===== config.mk =====
export PLATFORM = sky130hd
export DESIGN_NAME = hazard_unit_v2
export DESIGN_NICKNAME = d
export VERILOG_FILES = /design/src/rtl/hazard_pkg.sv /design/src/rtl/hazard_sat_counter.sv /design/src/rtl/hazard_unit_v2.sv
export SDC_FILE = /design/constraint.sdc
export NUM_CORES = 1
export LEC_CHECK = 0
export ABC_AREA = 1
export CAP_MARGIN = 15
export CORE_ASPECT_RATIO = 0.7
export CORE_UTILIZATION = 50
export DETAILED_ROUTE_END_ITERATION = 6
export PLACE_DENSITY_LB_ADDON = 0.3
export SYNTH_ARGS = -nofsm -noshare
export SYNTH_HDL_FRONTEND = slang
export SYNTH_SLANG_ARGS = --single-unit
export TNS_END_PERCENT = 20

===== constraint.sdc =====
create_clock -name CLK -period 4.21 [get_ports CLK]
set_input_delay 0.842 -clock CLK [delete_from_list [all_inputs] [get_ports CLK]]
set_output_delay 0.842 -clock CLK [all_outputs]
set_load 0.05 [all_outputs]

===== src/rtl/hazard_pkg.sv =====
// Shared definitions for the pipeline hazard controller.
package hazard_pkg;

    localparam int unsigned REG_AW_DEF = 4;

    typedef enum logic [1:0] {
        ST_IDLE    = 2'd0,
        ST_PEND    = 2'd1,
        ST_FLUSH   = 2'd2,
        ST_SERVICE = 2'd3
    } hz_state_t;

endpackage


===== src/rtl/hazard_sat_counter.sv =====
// Saturating event counter used for branch-prediction hit/miss statistics.
module hazard_sat_counter #(
    parameter int unsigned CNT_W = 16
) (
    input  logic             CLK,
    input  logic             RST,
    input  logic             en,
    output logic [CNT_W-1:0] count
);

    always_ff @(posedge CLK or posedge RST) begin
        if (RST) begin
            count <= '0;
        end else if (en && (count != '1)) begin
            count <= count + CNT_W'(1);
        end
    end

endmodule


===== src/rtl/hazard_unit_v2.sv =====
// Hazard controller: load-use / jr-branch / RAM2 stalls, branch redirect,
// interrupt sequencing and prediction statistics for the 5-stage pipeline.
module hazard_unit_v2
    import hazard_pkg::*;
#(
    parameter int unsigned REG_AW  = REG_AW_DEF,
    parameter int unsigned NSRC    = 3,
    parameter int unsigned DATA_W  = 16,
    parameter int unsigned MEM_LAT = 1,
    parameter int unsigned CNT_W   = 16
) (
    input  logic                   CLK,
    input  logic                   RST,
    input  logic                   irq_i,
    input  logic                   ram2_conflict_i,
    input  logic                   ex_load_i,
    input  logic [REG_AW-1:0]      ex_regdst_i,
    input  logic [NSRC*REG_AW-1:0] id_src_i,
    input  logic [NSRC-1:0]        id_src_vld_i,
    input  logic                   mem_load_i,
    input  logic [REG_AW-1:0]      mem_regdst_i,
    input  logic                   id_isjump_i,
    input  logic                   id_isbranch_i,
    input  logic                   br_taken_i,
    input  logic                   br_pred_i,
    input  logic [DATA_W-1:0]      epc_i,
    output logic [DATA_W-1:0]      epc_o,
    output logic                   stall_pc_o,
    output logic                   stall_if_o,
    output logic                   flush_if_o,
    output logic                   flush_id_o,
    output logic                   flush_ex_o,
    output logic                   jr_o,
    output logic                   prewrong_o,
    output logic                   precorrc_o,
    output logic                   int_o,
    output logic                   irq_ack_o,
    output logic [CNT_W-1:0]       pred_hit_o,
    output logic [CNT_W-1:0]       pred_miss_o
);

    localparam int unsigned     LC_W    = (MEM_LAT > 1) ? $clog2(MEM_LAT) : 1;
    localparam logic [LC_W-1:0] LC_LOAD = LC_W'(MEM_LAT - 1);

    hz_state_t       state, state_nx;
    logic [LC_W-1:0] lu_cnt;
    logic [NSRC-1:0] src_match;
    logic            irq_q, irq_rise, epc_capture;
    logic            lu_hit, lu_stall, jrb_stall, stall;

    for (genvar k = 0; k < NSRC; k++) begin : g_cmp
        assign src_match[k] = id_src_vld_i[k] &&
                              (id_src_i[k*REG_AW +: REG_AW] == ex_regdst_i);
    end

    assign lu_hit    = ex_load_i && (|src_match);
    assign lu_stall  = lu_hit || (lu_cnt != '0);
    assign jrb_stall = (id_isjump_i || id_isbranch_i) && mem_load_i &&
                       (id_src_i[REG_AW-1:0] == mem_regdst_i);
    assign stall     = lu_stall || jrb_stall || ram2_conflict_i;
    assign irq_rise  = irq_i && !irq_q;

    // A hit arriving while the counter is still draining does not restart it.
    always_ff @(posedge CLK or posedge RST) begin
        if (RST) begin
            lu_cnt <= '0;
        end else if (state == ST_FLUSH) begin
            lu_cnt <= '0;
        end else if (lu_cnt != '0) begin
            lu_cnt <= lu_cnt - LC_W'(1);
        end else if (lu_hit) begin
            lu_cnt <= LC_LOAD;
        end
    end

    always_ff @(posedge CLK or posedge RST) begin
        if (RST) begin
            state <= ST_IDLE;
            irq_q <= 1'b0;
            epc_o <= '0;
        end else begin
            state <= state_nx;
            irq_q <= irq_i;
            if (epc_capture) begin
                epc_o <= epc_i;
            end
        end
    end

    always_comb begin
        state_nx    = state;
        epc_capture = 1'b0;
        stall_pc_o  = 1'b0;
        stall_if_o  = 1'b0;
        flush_if_o  = 1'b0;
        flush_id_o  = 1'b0;
        flush_ex_o  = 1'b0;
        jr_o        = 1'b0;
        prewrong_o  = 1'b0;
        precorrc_o  = 1'b0;
        int_o       = 1'b0;
        irq_ack_o   = 1'b0;

        case (state)
            ST_IDLE: begin
                if (irq_rise) begin
                    if (stall) begin
                        state_nx = ST_PEND;
                    end else begin
                        state_nx    = ST_FLUSH;
                        epc_capture = 1'b1;
                    end
                end
            end
            ST_PEND: begin
                if (!stall) begin
                    state_nx    = ST_FLUSH;
                    epc_capture = 1'b1;
                end
            end
            ST_FLUSH:   state_nx = ST_SERVICE;
            ST_SERVICE: if (!irq_i) state_nx = ST_IDLE;
            default:    state_nx = ST_IDLE;
        endcase

        if (state == ST_FLUSH) begin
            int_o      = 1'b1;
            flush_if_o = 1'b1;
            flush_id_o = 1'b1;
            flush_ex_o = 1'b1;
        end else begin
            stall_pc_o = stall;
            stall_if_o = stall;
            flush_id_o = stall;
            prewrong_o = id_isbranch_i && (br_pred_i ^ br_taken_i) && !stall;
            precorrc_o = id_isbranch_i && (br_pred_i == br_taken_i) && !stall;
            jr_o       = id_isjump_i && !stall;
            flush_if_o = prewrong_o || jr_o;
            irq_ack_o  = (state == ST_SERVICE);
        end

        // Reset forces every control output low even while inputs are active.
        if (RST) begin
            stall_pc_o = 1'b0;
            stall_if_o = 1'b0;
            flush_if_o = 1'b0;
            flush_id_o = 1'b0;
            flush_ex_o = 1'b0;
            jr_o       = 1'b0;
            prewrong_o = 1'b0;
            precorrc_o = 1'b0;
            int_o      = 1'b0;
            irq_ack_o  = 1'b0;
        end
    end

    hazard_sat_counter #(.CNT_W(CNT_W)) u_hit_cnt (
        .CLK   (CLK),
        .RST   (RST),
        .en    (precorrc_o),
        .count (pred_hit_o)
    );

    hazard_sat_counter #(.CNT_W(CNT_W)) u_miss_cnt (
        .CLK   (CLK),
        .RST   (RST),
        .en    (prewrong_o),
        .count (pred_miss_o)
    );

endmodule

==> reports/qor.csv <==
metric;value;unit
status;complete, no violations;
cts_hold_buffers;0;
stdcell_area;4395;sq um
regToRegSetupSlack;2000;ps
slew_viol_final;0;
grt_max_degree;52;
start_util;0.5393;
ant_nets;0;
clockBufferDepth;2;
clk_pin_slew;80;ps
maxSlewHeadroom;0.5146;
yosys-top-cells-area;dfrtp_1, nand2_1, inv_1;
worst_r2r_startpoint;state[0];
dr.pass1.iters;5;
power_frac_clock;0.127;
finalPower;2.624;mW
rr_endpoint;u_hit_cnt.count[6];
hpwl;6095;um
first_global_vias;2955;
numCtsBuffers;5;
synthesis.area;3197;sq um
num_io_pins;107;
endpoint_kind;output port;
final_nets;597;
num_vias;3162;
ys_top_cells_by_count;nand2_1, inv_1, dfrtp_1, nand3_1, nor2_1;
placed_cells;609;
drt_iter0_markers;163;
port_buffers;106;
setup_viol;0;
critPathCapture;jr_o;
worst_pin_slew;726.0;ps
place.gp.congestion;0.9296;
fin_worst_skew;7.628;ps
dieWidth;97.57;um
max_cap_violations;0;
crit_start;ex_regdst_i[0];
synth-seq-cells;51;
crit_family;buffers and inverters;
cp.required;3370;ps
nFillCells;446;
hp-class;flop to flop;
final_cells;617;
drive_above_1_share;0.04428;
grt_overflow_total;0;
antenna_found_initial;0;
drc;0;
synthesis.nets;492;
synth-edff-count;0;
postCtsSetupBuffers;0;
dpl_cell_area;4273;sq um
slowest_stage;clkdlybuf4s50_1;
p_int;1.330;mW
ir_worst_vdd;0.4371;mV
gr-usage-met3;0.05343;
switchingPower;1.294;mW
r2r_cells;7;
cts_resized;0;
rsz0062_at_grt;false;
met1_usage;0.3215;
core_area;5928;sq um
synthFlopType;dfrtp_1;
worstSetupPathType;input pin to output port;
fmax;0.2508;GHz
htreeDepth;2;
root_buffer;clkbuf_8;
worstSetupPathDepth;10;
p_sw_frac;0.4933;
cp_cell_sequence;clkdlybuf4s50_1 > inv_1 > o21ai_1 > nor2_1 > nand3_1 > nand3_2 > a21oi_4 > nand2_1 > nor2_1 > clkdlybuf4s50_1;
yosysMostFrequentCell;nand2_1;
worstHoldStart;epc_o[12];
cpPeakStageDelay;810;ps
seq_power_share;0.299;
cts_tree;done;
synth_top_area_share;0.3992;
start_kind;input pin;
worst_ep_arrival_time;3140;ps
ys_types;26;
avgViaCountPerCell;5.125;
grt_busiest_layer;met2;
synth_area_per_cell;7.315;sq um
drt-total-wl;8053;um
num_antenna_cells;0;
cts_sinks;51;
async_flop_share;1.000;
use_met2;0.4406;
die_y;68.90;um
combPwrFrac;0.575;
power_leakage;2.112;nW
grt_pass1_wl;13350;um
rows;23;
min_period;3986;ps
finalSetupTns;0;ps
wl_per_cell;13.05;um
report.final.hold_viol_count;0;
grt_usage;0.2487;
final_core_util;0.7415;
critPathMaxFanout;9;
area_growth;37.50;%
min_period_over_period;0.9469;
worst-path-buf-inv;3;
dieArea;6723;sq um
synth-seq-area-share;0.3992;
p_per_area;596.9;nW/um^2
yosysWarningCount;0;
synth_area_leader_cell;dfrtp_1;
insertion_delay;300;ps
syn_inst;437;
## through the flow
step                      setup WS, ps  hold WS (ps)
after floorplan                  824.9         491.1
after global placement           373.4         492.7
after detailed placement         262.0         497.3
after CTS                        249.7         523.7
after global routing             145.4         555.1
final                            223.5         522.7
## layout by cell type (no fill, tap or decap)
cell	n
buf_4	4
and3_1	1
nand2_1	125
bufinv_16	1
nand2_2	1
inv_2	1
clkdlybuf4s50_1	103
nand3_2	2
ha_1	6
buf_12	1
clkbuf_8	5
nand4_1	7
a21oi_1	3
dfrtp_1	51
inv_1	70
nand3_1	51
clkbuf_1	1
xnor2_1	13
o21ai_1	3
o21ai_0	12
nor2_4	1
nor2_1	33
nand4_2	1
o21bai_1	16
nor3_1	12
xor2_1	11
o21ai_2	5
nand2_4	1
a21oi_4	1
## worst min-delay path: stages (launching register included)
cell and delay [ps]:
dfrtp_1 360, nand3_1 80, nand2_1 60
## layout make-up
cell class	count	area, sq um	share of cell area
multi-input combinational	305	1575	0.3584
sequential	51	1276	0.2903
timing repair buffer	108	1081	0.2459
inverter	71	266.5	0.06063
tap	75	93.84	0.02135
clock buffer	6	72.57	0.01651
clock inverter	1	30.03	0.006832
## registers in the layout, summed over array words and instances, names as in the netlist
name and cells:
epc_o 16, irq_q 1, state 2, u_hit_cnt.count 16, u_miss_cnt.count 16
## worst min-delay path by stage
stage	endpoint	cells after the start
3_5_place_dp	epc_o[4]	2
4_1_cts	epc_o[12]	2
5_1_grt	epc_o[1]	2
2_1_floorplan	state[1]	2
6_report	epc_o[12]	2
3_3_place_gp	epc_o[11]	2
## power groups by stage
| stage | logic [mW] | clock network [mW] | registers [mW] |
|---|---|---|---|
| after floorplan | 0.526 | 0 | 1.27 |
| after global placement | 1.47 | 0 | 0.783 |
| after detailed placement | 1.51 | 0 | 0.785 |
| after CTS | 1.51 | 0.341 | 0.782 |
| after global routing | 1.61 | 0.357 | 0.805 |
| final | 1.51 | 0.333 | 0.783 |
## metal layers
metal,vias to the layer above,part of all wire
li1,1576,-
met4,0,0.0081
met5,-,0
met2,104,0.47
met1,1476,0.47
met3,6,0.057
## logic make-up after synthesis
| logic type | after synthesis | synth area share |
|---|---|---|
| buffers and inverters | 81 | 0.1080 |
| adders and majority gates | 6 | 0.02348 |
| xor gates and xnor gates | 24 | 0.06575 |
| DFF | 51 | 0.3992 |
| AOI/OAI and AO/OA | 40 | 0.08454 |
| and+or+nand+nor | 235 | 0.3190 |
Note: power is estimated with default switching activity, not from simulation.
